**src/rtl/pipe_seq_ctrl.sv**
```systemverilog
// Pipeline sequencing controller: load-use stalls, EX redirect flushes and
// Halt draining, with a saturating count of load-use stall cycles.
module pipe_seq_ctrl #(
    parameter int DRAIN_CYCLES = 3
) (
    input  logic        clk,
    input  logic        reset,
    input  logic        id_ex_memread,
    input  logic [4:0]  id_ex_rd,
    input  logic [4:0]  if_id_rs1,
    input  logic [4:0]  if_id_rs2,
    input  logic        use_rs1,
    input  logic        use_rs2,
    input  logic        ex_redirect,
    input  logic        id_halt,
    output logic        pc_write,
    output logic        if_id_write,
    output logic        if_id_flush,
    output logic        id_ex_flush,
    output logic        halted,
    output logic [1:0]  state,
    output logic [15:0] stall_cnt
);

    localparam logic [1:0] RUN    = 2'b00;
    localparam logic [1:0] DRAIN  = 2'b01;
    localparam logic [1:0] HALTED = 2'b10;

    localparam int CW = (DRAIN_CYCLES > 1) ? $clog2(DRAIN_CYCLES) : 1;
    localparam logic [CW-1:0] DRAIN_LOAD = CW'(DRAIN_CYCLES - 1);

    logic [CW-1:0] drain_cnt;
    logic [CW-1:0] drain_cnt_next;
    logic [1:0]    state_next;
    logic          stall_inc;
    logic          redirect_eff;
    logic          halt_eff;
    logic          lu;

    // While reset is held every input is treated as 0, so the outputs look like an idle RUN cycle.
    assign redirect_eff = reset & ex_redirect;
    assign halt_eff     = reset & id_halt;
    assign lu = reset & id_ex_memread & (id_ex_rd != 5'd0) &
                ((use_rs1 & (if_id_rs1 == id_ex_rd)) | (use_rs2 & (if_id_rs2 == id_ex_rd)));

    always_comb begin
        pc_write       = 1'b0;
        if_id_write    = 1'b0;
        if_id_flush    = 1'b0;
        id_ex_flush    = 1'b1;
        state_next     = state;
        drain_cnt_next = drain_cnt;
        stall_inc      = 1'b0;
        case (state)
            RUN: begin
                if (redirect_eff) begin
                    pc_write    = 1'b1;
                    if_id_write = 1'b1;
                    if_id_flush = 1'b1;
                end else if (lu) begin
                    stall_inc = 1'b1;
                end else if (halt_eff) begin
                    if (DRAIN_CYCLES <= 1) begin
                        state_next     = HALTED;
                        drain_cnt_next = '0;
                    end else begin
                        state_next     = DRAIN;
                        drain_cnt_next = DRAIN_LOAD;
                    end
                end else begin
                    pc_write    = 1'b1;
                    if_id_write = 1'b1;
                    id_ex_flush = 1'b0;
                end
            end
            DRAIN: begin
                // The edge that takes the counter down to 0 is the last DRAIN cycle.
                if (drain_cnt <= CW'(1)) begin
                    state_next     = HALTED;
                    drain_cnt_next = '0;
                end else begin
                    drain_cnt_next = drain_cnt - CW'(1);
                end
            end
            HALTED: begin
                state_next = HALTED;
            end
            default: begin
                state_next     = RUN;
                drain_cnt_next = '0;
            end
        endcase
    end

    always_ff @(posedge clk or negedge reset) begin
        if (!reset) begin
            state     <= RUN;
            drain_cnt <= '0;
            stall_cnt <= 16'd0;
            halted    <= 1'b0;
        end else begin
            state     <= state_next;
            drain_cnt <= drain_cnt_next;
            halted    <= (state_next == HALTED);
            if (stall_inc && (stall_cnt != 16'hFFFF)) begin
                stall_cnt <= stall_cnt + 16'd1;
            end
        end
    end

endmodule

```
**config.mk**
```make
export PLATFORM = sky130hd
export DESIGN_NAME = pipe_seq_ctrl
export DESIGN_NICKNAME = d
export VERILOG_FILES = /design/src/rtl/pipe_seq_ctrl.sv
export SDC_FILE = /design/constraint.sdc
export NUM_CORES = 1
export LEC_CHECK = 0
export BUFFER_PORTS_ARGS = -buffer_cell sky130_fd_sc_hd__buf_2
export CORE_ASPECT_RATIO = 0.6
export CORE_MARGIN = 8
export CORE_UTILIZATION = 52
export DETAILED_ROUTE_END_ITERATION = 7
export PLACE_DENSITY = 0.81
export SLEW_MARGIN = 15
export SYNTH_ARGS = -nofsm -noshare
export SYNTH_HDL_FRONTEND = slang
export SYNTH_SLANG_ARGS = --single-unit
```
**constraint.sdc**
```tcl
create_clock -name clk -period 5.5 [get_ports clk]
set_input_delay 1.1 -clock clk [delete_from_list [all_inputs] [get_ports clk]]
set_output_delay 1.1 -clock clk [all_outputs]
set_load 0.02 [all_outputs]
```
Word level (Yosys, flattened, before mapping)
Index checks and enable logic that the tools add are counted.
{"block": "classes", "n_addsub": 2, "magnitude_cmp": 1, "n_eq_ne": 9, "muxes": 23, "bitwise": 9, "n_reduce_logical": 4}
{"cell": "adder 16 x 1 -> 16 bit, second input constant", "n": 1}
{"cell": "two-way mux 2 bit", "n": 8}
{"cell": "!= test 16 bit, second input constant", "n": 1}
{"cell": "two-way mux 1 bit", "n": 13}
{"cell": "one-hot mux 2 bit (3 select lines)", "n": 2}
{"cell": "== test 5 bit", "n": 2}
{"cell": "AND 1 bit", "n": 7}
{"cell": "!= test 2 bit, second input constant", "n": 3}
{"cell": "nonzero test 5 bit", "n": 1}
{"cell": "== test 2 bit, second input constant", "n": 2}
{"cell": "AND reduction 4 bit", "n": 1}
{"cell": "== test 2 x 1 -> 1 bit, second input constant", "n": 1}
{"cell": "<= comparator 2 x 1 -> 1 bit, second input constant", "n": 1}
{"cell": "zero test 2 bit", "n": 1}
{"cell": "subtractor 2 x 1 -> 2 bit, second input constant", "n": 1}
{"cell": "logical AND 1 bit", "n": 1}
{"cell": "NOT 1 bit", "n": 1}
{"cell": "OR 1 bit", "n": 1}
{"block": "totals", "reg_bits": 21, "inputBits": 22, "output_inout_bits": 23, "word_cells": 52}

Depth between registers and ports, before layout
Gate-level depths: netlist of the first run.
{"block": "depth", "word_depth": 8, "depth_mapped": 8, "ltp_nobuf": 6}

Worst setup path after synthesis of the first run
No wires, ideal clock.
{"block": "synth_timing", "path_type": "input to output", "from": "in id_ex_rd[0]", "to": "out pc_write", "arrival_time_ns": 2.416, "required_ns": 4.400, "path_slack_ns": 1.984, "stages": 6, "n_path_buf": 2, "path_cell_list": "or3_1 -> o311a_1 -> buf_1 -> nand2_1 -> a31o_2 -> buf_4"}
{"block": "synth_between", "elab_chain_len": 7, "elab_cells_between_ends": 11, "classes_between": "eq/ne: 2; mux: 3; bitwise: 5; reduce/logical: 1"}
{"element": "start: declaration", "line": "9", "rtl": "input logic [4:0] id_ex_rd,"}
{"element": "== test 5 bit", "line": "44", "rtl": "((use_rs1 & (if_id_rs1 == id_ex_rd)) | (use_rs2 & (if_id_rs2 == id_ex_rd)));"}
{"element": "AND 1 bit", "line": "44"}
{"element": "OR 1 bit", "line": "44"}
{"element": "AND 1 bit *", "line": "43", "rtl": "assign lu = reset & id_ex_memread & (id_ex_rd != 5'd0) &"}
{"element": "two-way mux 1 bit * (3 in series)"}
{"element": "end: declaration", "line": "16", "rtl": "output logic pc_write,"}
Mark *: on every way between the ends. The rest lies on a longest branch, timed or not.

Worst setup path in the final report of the first run
{"block": "layout_timing", "from": "in id_ex_rd[4]", "to": "out if_id_write"}
{"block": "layout_between", "elab_chain_len": 7, "elab_cells_between_ends": 11, "classes_between": "eq/ne: 2; mux: 3; bitwise: 5; reduce/logical: 1"}
{"element": "== test 5 bit", "line": "44"}
{"element": "AND 1 bit", "line": "44"}
{"element": "OR 1 bit", "line": "44"}
{"element": "AND 1 bit *", "line": "43"}
{"element": "two-way mux 1 bit *", "line": "60", "rtl": "end else if (lu) begin"}
{"element": "two-way mux 1 bit *", "line": "56", "rtl": "if (redirect_eff) begin"}
{"element": "two-way mux 1 bit *", "line": "54", "rtl": "case (state)"}
{"element": "end: declaration", "line": "17", "rtl": "output logic if_id_write,"}
Marked as above.

==> reports/metrics.yaml, run 1 <==
cts_inserted_buffers: 3
synthArstFlopShare_pct: 100
synthXorXnorAreaFrac_pct: 18.0
ant_nets: 0
drive_gt1_share_pct: 34.1
worstHoldEndpoint: "stall_cnt[12]"
crit_top_cell: "buf_2"
p_per_area_nw_per_um2: 286
hold_viol_final: 0
path_delay_family: "compound AO/OA/AOI/OAI gates"
cts_tree: "yes"
r2r_end: "stall_cnt[11]"
clock-skew-final_ns: 0.00221
max_stage_delay_ns: 0.58
regToRegSetupSlack_ns: 3.13
synth-simple-area-share_pct: 27.8
yosysTopAreaCell: "dfrtp_1"
multiInputGateArea_sq_um: 688
synth_nets: 146
seqCellArea_sq_um: 526
synth_edf_count: 0
avgRoutedWirePerCell_um: 16.5
grt_max_degree: 26
hold_start: "stall_cnt[12]"
drt_iter0_markers: 114
place.gp.congestion: 0.938
routed_via_density: 5.78
grt_pass1_vias: 1122
post_cts_resized: 0
ys_seq_area_share_pct: 41.9
dp_hpwl_mm: 2.62
num_rows: 13
syn_area_sq_um: 1250
coreArea_sq_um: 2230
synth-compound-area-share_pct: 7.08
die_h_um: 54.1
fill_cells: 188
fin_total_pwr_uw: 436
layout.nets: 191
area_growth_pct: 21.4
yosysWarnings: 0
cp-end-kind: "output pin"
cts_root_buf: "clkbuf_8"
synth.distinct_cells: 35
min_path_cells: 1
relSlewSlack_pct: 53.4
synth_top_area_share_pct: 41.9
synth-seq-cells: 21
clk_pin_slew_ns: 0.07
grt_pass1_wl_mm: 5.40
avgSynthCellArea_sq_um: 10.2
dieArea_sq_um: 4290
hold_ws_ns: 0.504
worstSetupStartpoint: "id_ex_rd[4]"
cp.required_ns: 4.40
crit_chain: "buf_2 -> xnor2_1 -> nand4_1 -> o22ai_1 -> nand2_1 -> a31o_2 -> buf_2"
cts.sinks: 21
cap_violations: 0
ff2ff_path_depth: 6
grtUsageTotal_pct: 16.0
cts.htree.levels: 1
ir_drop_uv: 260
fin_area_sq_um: 1520
initial_core_util_pct: 56.3
antenna_found_initial: 0
top_level_ports: 45
post_dp_cell_area_sq_um: 1480
synth-adder-area-share_pct: 0.997
vias: 1138
wl_mm: 3.25
overflow: 0
insertion_delay_ns: 0.26
muxShareOfSynthArea_pct: 0.897
critPathLaunchType: "input port"
fin_setup_tns_ns: 0
clock.fmax_mhz: 265
numPortBuffers: 44
dr.pass1.iters: 4
grt_setup_unrepaired: "false"
worst_path_max_delay_cell: "o22ai_1"
period_minus_slack_ns: 3.78
worstMarginPinSlew_ns: 0.693
synth.area.top_cells: "dfrtp_1 42%, xnor2_1 15%, or4_4 5.4%"
critical_path.max_fanout: 9
crit_buf_inv: 2
p_leak_nw: 0.733
synthTopCellsByCount: "21 x dfrtp_1, 21 x xnor2_1, 12 x nand2_1, 9 x nand3_1, 9 x nand4_1"
min_period_over_period_pct: 68.7
finalSetupViolCount: 0
cts_setup_buffers: 0
arrival_ns: 2.68
synth_cells: 123
final-max-slew-violation-count: 0
cts_buffer_depth: 2
drc: 0
synth_top_family_by_area: "simple AND/OR/NAND/NOR gates"
timing.rr.start: "stall_cnt[0]"
path_class: "input port to output pin"
diodes: 0
cts_hold_buf: 0
status: "finished clean"
synth_flop_cell: "dfrtp_1"
hold_class: "flop to flop"
dieWidth_um: 79.4
stage by stage:
stage          cells  util, %  setup WS, ns
6_report         197     68.4          1.72
5_1_grt          197     68.4          1.60
4_1_cts          197     68.4          1.78
3_5_place_dp     193     66.4          1.78
3_3_place_gp     193     66.4          1.88
2_1_floorplan    123        -          1.98
logic make-up after synthesis:
| family | after synthesis |
|---|---|
| buffers and inverters | 6 |
| XOR/XNOR | 25 |
| AND/OR/NAND/NOR | 57 |
| adder cells (fa/ha/maj) | 1 |
| multiplexers | 1 |
| flip-flops | 21 |
| AO/OA/AOI/OAI | 12 |
worst max-delay path by stage:
stage                  endpoint  slack (ns)  cells past startpoint
global route           pc_write        1.60                      7
detailed placement  if_id_write        1.78                      7
global placement    if_id_write        1.88                      7
CTS                 if_id_write        1.78                      7
floorplan              pc_write        1.98                      6
finish              if_id_write        1.72                      7
sequential cells by signal, indices dropped and copies added, names as in the netlist:
name	count
state	2
halted	1
drain_cnt	2
stall_cnt	16
final cells by class:
type | instances | share of cell area (%)
Clock buffer | 4 | 2.96
Inverter | 2 | 0.493
Multi-Input combinational cell | 96 | 45.2
Sequential cell | 21 | 34.5
Tap cell | 30 | 2.46
Timing Repair Buffer | 44 | 14.4
cell usage in the layout (no fill, tap or decap), drive strengths merged, types with 2 or more instances in the layout:
cell    Yosys  final
nor2        4      4
inv         2      2
buf         4     44
nor3        2      2
o21ai       2      2
or3         2      2
xor2        3      3
and4        4      4
xnor2      22     22
nor4        4      4
nand3       9      9
nand2      12     12
nand4       9      9
dfrtp      21     21
or4         6      6
a21o        3      3
clkbuf      0      4
metal layers:
| layer | global-route usage [%] | vias up | wire (um) |
|---|---|---|---|
| li1 | - | 541 | - |
| met1 | 19.2 | 524 | 1400 |
| met2 | 26.2 | 65 | 1530 |
| met3 | 5.65 | 8 | 270 |
| met4 | 6.40 | 0 | 53 |
| met5 | 0 | - | 0 |
report_power, final:
part / switching (mW) / internal [mW]
combinational: 0.0915 / 0.0539
sequential: 0.0199 / 0.172
clock: 0.0467 / 0.0516
No activity file was read; power rests on OpenSTA's default activity.
==> inputs of run 2 (changes only) <==
Settings changed: ABC_AREA set to 1, CORE_UTILIZATION 52 to 51, PLACE_DENSITY 0.81 to 0.78.
Clock period 5.5 ns to 3.9 ns, I/O delays scaled along.
==> reports/metrics.yaml, run 2 <==
status: "finished clean"
hold_viol_final: 0
vias: 1417
place_ws_ns: 1.19
place.gp.congestion: 0.874
coreArea_sq_um: 2780
synthArstFlopShare_pct: 100
regMostFlops: "stall_cnt"
synth_edf_count: 0
dieArea_sq_um: 4860
final_common_cell: "nand2_1"
layout_common_cells: "104 x nand2_1, 44 x buf_2, 25 x nor2_1, 21 x inv_1, 21 x dfrtp_1"
final-max-slew-violation-count: 0
cts_buffer_depth: 2
finalSetupViolCount: 0
cts.htree.levels: 1
dr.pass1.iters: 4
cts_tree: "yes"
instances_no_fill: 303
r2r_end: "stall_cnt[11]"
cts_hold_buf: 0
cts_inserted_buffers: 3
cts_root_buf: "clkbuf_8"
timing.rr.start: "stall_cnt[0]"
grtUsageTotal_pct: 14.1
ir_drop_uv: 135
largest_reg_flops: 16
ys_seq_area_share_pct: 36.3
grt_max_degree: 25
avgSynthCellArea_sq_um: 6.46
cts.sinks: 21
synth_cells: 224
dp_cells: 299
die_h_um: 57.3
antenna_found_initial: 0
p_leak_nw: 1.00
multiInputGateArea_sq_um: 805
hold_ws_ns: 0.476
routed_via_density: 4.68
wl_mm: 3.33
arrival_ns: 1.88
p_per_area_nw_per_um2: 229
syn_area_sq_um: 1450
synth_most_common_cell: "nand2_1"
diodes: 0
cap_violations: 0
final_core_util_pct: 62.5
clock.fmax_mhz: 376
critPathLaunchType: "input port"
synthTopCellsByCount: "104 x nand2_1, 25 x nor2_1, 21 x dfrtp_1, 21 x inv_1, 14 x nand3_1"
period_minus_slack_ns: 2.66
num_rows: 15
critical_path.max_fanout: 24
drt_iter0_markers: 69
ant_nets: 0
drive_gt1_share_pct: 21.2
insertion_delay_ns: 0.26
yosysWarnings: 0
grt_pass1_wl_mm: 5.53
fin_setup_tns_ns: 0
clk_pin_slew_ns: 0.08
overflow: 0
worst_slack_ns: 1.24
hold_class: "input port to async pin"
cts_setup_buffers: 0
area_growth_pct: 19.9
dieWidth_um: 84.8
top_regs: "stall_cnt: 16 flops, drain_cnt: 2 flops, state: 2 flops"
synth_top_area_share_pct: 36.3
drc: 0
synth_flop_cell: "dfrtp_1"
grt_setup_unrepaired: "false"
clock-skew-final_ns: 0.00205
avgRoutedWirePerCell_um: 11.0
seqCellArea_sq_um: 526
synth-seq-cells: 21
ff2ff_path_depth: 7
cp-end-kind: "output pin"
layout.nets: 293
numPortBuffers: 44
fill_cells: 287
initial_core_util_pct: 52.1
yosysTopAreaCell: "dfrtp_1"
relSlewSlack_pct: 66.5
regToRegSetupSlack_ns: 2.08
worstMarginPinSlew_ns: 0.503
grt_pass1_vias: 1199
cp.required_ns: 3.12
top_level_ports: 45
synth.distinct_cells: 21
post_cts_resized: 0
min_period_over_period_pct: 68.1
synth.area.top_cells: "dfrtp_1 36%, nand2_1 27%, nor2_1 6.5%"
dp_hpwl_mm: 2.65
path_class: "input port to output pin"
synth_nets: 247
-- run 2: changes by cell type in the layout (fill, tap and decap cells not counted), moves of 4 or more --
cell	before	now
xnor2_1	21	7
nand2_1	12	104
xor2_1	3	7
inv_1	1	21
nand3_1	9	14
nand4_1	9	4
nor2_1	4	25
or4_4	6	0
nor4_1	4	0
-- run 2: cell families (layout without fill, tap and decap cells) --
family          Yosys count  after routing  synth area share, %
compound gates            5              5                 1.73
xor+xnor                 14             14                 8.47
fa+ha+maj                 1              1                0.864
buf+inv                  28             73                 8.12
flops                    21             21                 36.3
simple gates            155            155                 44.5
-- run 2: layout make-up --
class / count / share of cell area [%]
clock buffer: 3 / 2.38
clock inverter: 1 / 0.433
inverter: 25 / 5.41
multi-input combinational: 175 / 46.4
sequential: 21 / 30.3
tap: 34 / 2.45
timing repair buffer: 44 / 12.7
-- run 2: how the worst max path moves through the flow --
stage / from / end / cells after the start
finish: reset / pc_write / 7
global route: reset / pc_write / 7
CTS: reset / pc_write / 7
detailed placement: reset / pc_write / 7
global placement: reset / pc_write / 7
floorplan: id_ex_rd[2] / pc_write / 10
-- run 2: routing by layer --
layer,vias up,GRT usage [%],part of all wire (%)
li1,775,-,-
met5,-,0,0
met4,0,4.52,1.2
met2,41,19.7,40
met3,5,5.15,7.7
met1,596,19.5,51
-- run 2: per-stage QoR --
step           power (mW)  area, sq um
2_1_floorplan       0.238         1450
3_3_place_gp        0.258         1690
3_5_place_dp        0.258         1690
4_1_cts             0.403         1740
5_1_grt             0.417         1740
6_report            0.397         1740
-- run 2: where the power goes --
group,switching (mW),total (mW),internal [mW]
Combinational,0.0217,0.0362,0.0146
Sequential,0,0.218,0.218
Clock,0.0708,0.143,0.0721
-- run 2: critical path, stage by stage --
cell and delay (ns):
buf_2 0.41, nand3_1 0.13, inv_1 0.13, nand2_1 0.12, nand2_1 0.07, a21oi_1 0.06
buf_2 0.16
